[src/rtl/lane_pkg.sv]
// lane_pkg: shared state encoding, default widths and saturating add for the lane scheduler
package lane_pkg;
  localparam int DEF_POS_W = 9;
  localparam int DEF_DMG_W = 8;
  typedef enum logic [1:0] {IDLE = 2'd0, FIND = 2'd1, ISSUE = 2'd2, DONE = 2'd3} state_t;
  function automatic logic [DEF_DMG_W-1:0] sat_add(input logic [DEF_DMG_W-1:0] a, input logic [DEF_DMG_W-1:0] b);
    logic [DEF_DMG_W:0] s;
    s = {1'b0, a} + {1'b0, b};
    return s[DEF_DMG_W] ? '1 : s[DEF_DMG_W-1:0];
  endfunction
endpackage

[src/rtl/lane_contact_check.sv]
// lane_contact_check: enemy at pos touches the player front when pos + RANGE >= front, without wrap
module lane_contact_check #(
  parameter int POS_W = 9,
  parameter int RANGE = 1
) (
  input  logic [POS_W-1:0] pos,
  input  logic [POS_W-1:0] front,
  output logic             contact
);
  assign contact = ({1'b0, pos} + (POS_W+1)'(RANGE)) >= {1'b0, front};
endmodule

[src/rtl/lane_combat_scheduler.sv]
// lane_combat_scheduler: per-tick scan of enemy slots, target pick, move/damage strobes and player damage sum
module lane_combat_scheduler
  import lane_pkg::*;
#(
  parameter int NUM_ENEMY = 4,
  parameter int POS_W     = DEF_POS_W,
  parameter int DMG_W     = DEF_DMG_W,
  parameter int RANGE     = 1
) (
  input  logic                       clk,
  input  logic                       reset,
  input  logic                       gameTick,
  input  logic [NUM_ENEMY-1:0]       enemyAlive,
  input  logic [NUM_ENEMY*POS_W-1:0] enemyPos,
  input  logic [NUM_ENEMY*DMG_W-1:0] enemyPower,
  input  logic [POS_W-1:0]           playerFront,
  input  logic [DMG_W-1:0]           playerPower,
  output logic [NUM_ENEMY-1:0]       moveSCEN,
  output logic [NUM_ENEMY-1:0]       damageSCEN,
  output logic [DMG_W-1:0]           damageIn,
  output logic [DMG_W-1:0]           playerDamage,
  output logic                       playerHit,
  output logic                       busy,
  output logic                       overrun
);
  localparam int IW = NUM_ENEMY > 1 ? $clog2(NUM_ENEMY) : 1;
  localparam logic [IW-1:0] LAST = IW'(NUM_ENEMY - 1);
  state_t state, state_n;
  logic [IW-1:0] idx, idx_inc, chk_idx, tgt_idx, tgt_idx_n;
  logic [POS_W-1:0] front_q, tgt_pos;
  logic [DMG_W-1:0] pow_q, acc;
  logic [POS_W-1:0] pos_a [NUM_ENEMY];
  logic [DMG_W-1:0] pwr_a [NUM_ENEMY];
  logic [NUM_ENEMY-1:0] onehot;
  logic last, contact, hit, take, has_tgt, has_tgt_n, c0, issue_go, iss_contact, is_tgt, mv, dm;

  always_comb begin
    for (int i = 0; i < NUM_ENEMY; i++) begin
      pos_a[i] = enemyPos[i*POS_W +: POS_W];
      pwr_a[i] = enemyPower[i*DMG_W +: DMG_W];
    end
  end

  assign last    = idx == LAST;
  assign idx_inc = last ? '0 : idx + IW'(1);
  // ISSUE registers the strobe one cycle ahead, so the checker looks at the next slot
  assign chk_idx = state == ISSUE ? idx_inc : idx;

  lane_contact_check #(.POS_W(POS_W), .RANGE(RANGE)) u_chk (
    .pos    (pos_a[chk_idx]),
    .front  (front_q),
    .contact(contact)
  );

  assign hit       = state == FIND && enemyAlive[chk_idx] && contact;
  assign take      = hit && (!has_tgt || pos_a[chk_idx] > tgt_pos);
  assign has_tgt_n = has_tgt | take;
  assign tgt_idx_n = take ? idx : tgt_idx;
  assign issue_go  = (state == FIND && last) || (state == ISSUE && !last);
  // slot 0's contact was captured during its FIND cycle, while the checker is busy with the last slot
  assign iss_contact = (state == FIND && NUM_ENEMY > 1) ? c0 : contact;
  assign is_tgt    = has_tgt_n && tgt_idx_n == idx_inc;
  assign dm        = issue_go && enemyAlive[idx_inc] && is_tgt;
  assign mv        = issue_go && enemyAlive[idx_inc] && !is_tgt && !iss_contact;
  assign onehot    = NUM_ENEMY'(1) << idx_inc;
  assign busy      = state != IDLE;

  always_comb begin
    state_n = state;
    state_n = state == IDLE  ? (gameTick ? FIND : IDLE) :
              state == FIND  ? (last ? ISSUE : FIND) :
              state == ISSUE ? (last ? DONE : ISSUE) : IDLE;
  end

  always_ff @(posedge clk or negedge reset)
    if (!reset) state <= IDLE;
    else state <= state_n;

  always_ff @(posedge clk or negedge reset) begin
    if (!reset) begin
      idx          <= '0;
      tgt_idx      <= '0;
      tgt_pos      <= '0;
      has_tgt      <= 1'b0;
      c0           <= 1'b0;
      front_q      <= '0;
      pow_q        <= '0;
      acc          <= '0;
      moveSCEN     <= '0;
      damageSCEN   <= '0;
      damageIn     <= '0;
      playerDamage <= '0;
      playerHit    <= 1'b0;
      overrun      <= 1'b0;
    end else begin
      if (state == IDLE && gameTick) begin
        front_q <= playerFront;
        pow_q   <= playerPower;
        acc     <= '0;
        idx     <= '0;
        has_tgt <= 1'b0;
        tgt_idx <= '0;
        tgt_pos <= '0;
      end
      if (state == FIND) begin
        if (hit) acc <= sat_add(acc, pwr_a[chk_idx]);
        if (take) tgt_pos <= pos_a[chk_idx];
        if (idx == '0) c0 <= contact;
        has_tgt <= has_tgt_n;
        tgt_idx <= tgt_idx_n;
      end
      if (state == FIND || state == ISSUE) idx <= idx_inc;
      if (state == ISSUE && last) playerDamage <= acc;
      if (gameTick && state != IDLE) overrun <= 1'b1;
      moveSCEN   <= mv ? onehot : '0;
      damageSCEN <= dm ? onehot : '0;
      damageIn   <= dm ? pow_q : '0;
      playerHit  <= state == ISSUE && last && acc != '0;
    end
  end
endmodule
[config.mk]
export PLATFORM = sky130hd
export DESIGN_NAME = lane_combat_scheduler
export DESIGN_NICKNAME = d
export VERILOG_FILES = /design/src/rtl/lane_pkg.sv /design/src/rtl/lane_contact_check.sv /design/src/rtl/lane_combat_scheduler.sv
export SDC_FILE = /design/constraint.sdc
export NUM_CORES = 1
export LEC_CHECK = 0
export ABC_AREA = 1
export CAP_MARGIN = 20
export CORE_UTILIZATION = 53
export DETAILED_ROUTE_END_ITERATION = 7
export GPL_ROUTABILITY_DRIVEN = 0
export PLACE_DENSITY = 0.86
export SYNTH_ARGS = -nofsm -noshare
export SYNTH_HDL_FRONTEND = slang
export SYNTH_SLANG_ARGS = --single-unit
[constraint.sdc]
create_clock -name clk -period 6.2 [get_ports clk]
set_clock_uncertainty 0.2 [all_clocks]
set_input_delay 0.93 -clock clk [delete_from_list [all_inputs] [get_ports clk]]
set_output_delay 0.93 -clock clk [all_outputs]
set_load 0.02 [all_outputs]
==> flow_metrics.env <==
export IMPL_outcome="complete, but fails checks"
export IMPL_violations="DRC"
export IMPL_place_port_buffers=118
export IMPL_cts_resized=0
export IMPL_worst_r2r_endpoint="damageSCEN[3]"
export IMPL_io_pins=119
export IMPL_pwr_density_cell_mw_per_mm2=479
export IMPL_cts_buffers=9
export IMPL_cts_tree="yes"
export IMPL_clock_latency_ps=340
export IMPL_crit_required_ps=6260
export IMPL_clkSlewWorstSetupHoldPaths_ps=80
export IMPL_ys_ff_latch=68
export IMPL_yosysTopAreaCell="dfrtp_1"
export IMPL_cts_root_buf="clkbuf_8"
export IMPL_slowest_delay_ps=450
export IMPL_dieHeight_um=93.5
export IMPL_wl_per_cell_um=13.7
export IMPL_timing_fmax_mhz=181
export IMPL_grt_pass1_wl_mm=18.1
export IMPL_hold_class="register to register"
export IMPL_netlist_cell_type_count=40
export IMPL_crit_buf_inv=5
export IMPL_overflow=0
export IMPL_drt_iter0_markers=246
export IMPL_layout_drive_gt1_share=0.103
export IMPL_holdPathEnd="overrun"
export IMPL_vias=4245
export IMPL_clock_path_buffers=2
export IMPL_worstMarginPinSlew_ps=1030
export IMPL_yosysSeqAreaShare=0.383
export IMPL_end_kind="register"
export IMPL_reg2reg_from="idx[0]"
export IMPL_crit_fanout=30
export IMPL_area_growth_pct=31.9
export IMPL_maxSlewHeadroom=0.313
export IMPL_synth_area_leaders="dfrtp_1 (38%), ha_1 (9.6%), inv_1 (7.2%)"
export IMPL_cap_violations=0
export IMPL_syn_inst=569
export IMPL_final_nets=808
export IMPL_drt_pass1_iter_count=8
export IMPL_synth_area_per_cell_um2=7.80
export IMPL_leakage_nw=2.86
export IMPL_grt_usage=0.262
export IMPL_dieWidth_um=93.5
export IMPL_postRouteAntennaNets=0
export IMPL_dp_hpwl_mm=8.15
export IMPL_worstHoldPathCells=1
export IMPL_ctsHoldBuffers=0
export IMPL_yosys_warnings=0
export IMPL_rows=33
export IMPL_cts_setup_buffers=0
export IMPL_ir_worst_vdd_v=0.000215
export IMPL_crit_slowest_cell="dfrtp_1"
export IMPL_crit_path_start_kind="register"
export IMPL_synth_net_count=696
export IMPL_synth_edf_count=0
export IMPL_rsz0062_at_grt="false"
export IMPL_synth_flop_cell="dfrtp_1"
export IMPL_fin_crit_sh=0.889
export IMPL_setup_tns_ps=0
export IMPL_critPathTopFamily="simple AND/OR/NAND/NOR gates"
export IMPL_vias_per_cell=5.37
export IMPL_setup_worst_path_class="register to register"
export IMPL_finalSetupViolCount=0
export IMPL_rrSetupSlack_ps=690
export IMPL_period_needed_ps=5510
export IMPL_arrival_ps=5570
export IMPL_clock_sink_count=68
export IMPL_post_route_drc_count=2
export IMPL_cts_htree_levels=3
export IMPL_hp_start="overrun"
export IMPL_antenna_found_initial=0
export IMPL_synthesis_area_mm2=0.00444
export IMPL_reg2regPathDepth=29
export IMPL_core_area_mm2=0.00818
export IMPL_fin_total_pwr_mw=2.80
export IMPL_fill_cells=633
export IMPL_synth_top_cell_area_share=0.383
export IMPL_start_util=0.543
export IMPL_antenna_cells=0
export IMPL_slew_violations=0
export IMPL_grt_max_degree=69
export IMPL_async_flop_share=1.00
export IMPL_grt_pass1_vias=4090
export IMPL_routed_wl_mm=10.9
export IMPL_hold_viol_final=0
export IMPL_die_area_mm2=0.00874
flip-flops by register name, summed over array words and instances, names as in the netlist, named ones only:
signal and count:
c0 1, damageSCEN 4, acc 8, state 1
tgt_pos 9, idx 2, playerDamage 8, damageIn 8
tgt_idx 2, has_tgt 1, moveSCEN 4, overrun 1
playerHit 1, front_q 9, pow_q 8
synthesized netlist by cell type (4+ instances only):
cell type	number
nand2_2	8
nor2_1	70
inv_1	85
inv_2	5
xor2_1	6
o211ai_1	4
mux2_2	9
ha_1	34
o22ai_1	10
dfrtp_1	68
nand2_1	81
buf_6	7
nor3_1	5
nor2_2	13
nand3_1	46
o21ai_0	40
clkbuf_1	11
a21oi_1	32
or2_2	5
area by class of cell:
type                            count  area [µm²]  share of cell area
Clock buffer                       11         151              0.0259
Clock inverter                      5        60.1              0.0103
Inverter                           90         338              0.0577
Multi-Input combinational cell    391        2270               0.388
Sequential cell                    68        1700               0.291
Tap cell                          105         131              0.0225
Timing Repair Buffer              121        1200               0.205
power by group:
part,total [mW],internal [mW],leakage [nW],switching (mW)
clock,0.381,0.208,0.106,0.173
combinational,1.78,0.644,1.87,1.13
sequential,0.644,0.567,0.878,0.0778
through the flow:
| step | worst slack [ps] | cell area (µm²) | util | instances | hold slack [ps] |
|---|---|---|---|---|---|
| after CTS | 672 | 5850 | 0.716 | 791 | 261 |
| final | 689 | 5850 | 0.716 | 791 | 259 |
| after global routing | 98.9 | 5850 | 0.716 | 791 | 291 |
| after detailed placement | 685 | 5640 | 0.690 | 775 | 243 |
| after global placement | 1020 | 5640 | 0.690 | 775 | 241 |
| after floorplan | 1960 | 4440 | - | 569 | 260 |
routing by layer:
layer	GRT usage	routed length (µm)
met3	0.0585	803
met1	0.329	4630
met5	0	0
met4	0.105	289
met2	0.438	5140
worst max path at each step:
stage	start	depth (start not counted)	endpoint
floorplan	state[0]	32	damageSCEN[0]
global route	idx[0]	31	damageIn[1]
detailed placement	idx[0]	29	damageIn[0]
finish	idx[0]	29	damageSCEN[3]
CTS	idx[0]	29	damageIn[0]
global placement	enemyPos[18]	24	damageIn[7]
logic make-up (layout without fill, tap and decap cells):
logic type,after synthesis,after routing,synth area share
XOR/XNOR,6,6,0.0118
adder cells (fa/ha/maj),35,35,0.100
buffers and inverters,110,227,0.105
AO/OA/AOI/OAI,102,102,0.135
multiplexers,9,9,0.0228
AND/OR/NAND/NOR,239,239,0.241
flip-flops,68,68,0.383
cells in the final DEF (no fill, tap or decap), types with 2 or more instances in the layout:
master / n
mux2_2: 9
o21ai_2: 2
nor3_1: 5
clkbuf_8: 11
o211ai_1: 4
a211oi_1: 2
a21oi_1: 32
nand3_1: 46
nor2_1: 70
clkinv_4: 2
nor2_2: 13
o22ai_1: 10
ha_1: 34
nor4_1: 2
clkdlybuf4s50_1: 117
o31ai_1: 2
nand2_2: 9
inv_2: 5
inv_1: 85
nand3_2: 2
nand4_1: 3
xor2_1: 6
buf_4: 3
o21ai_0: 40
or2_2: 5
nand2_1: 80
dfrtp_1: 68
a41oi_1: 2
Power figures use the tool's default switching activity.
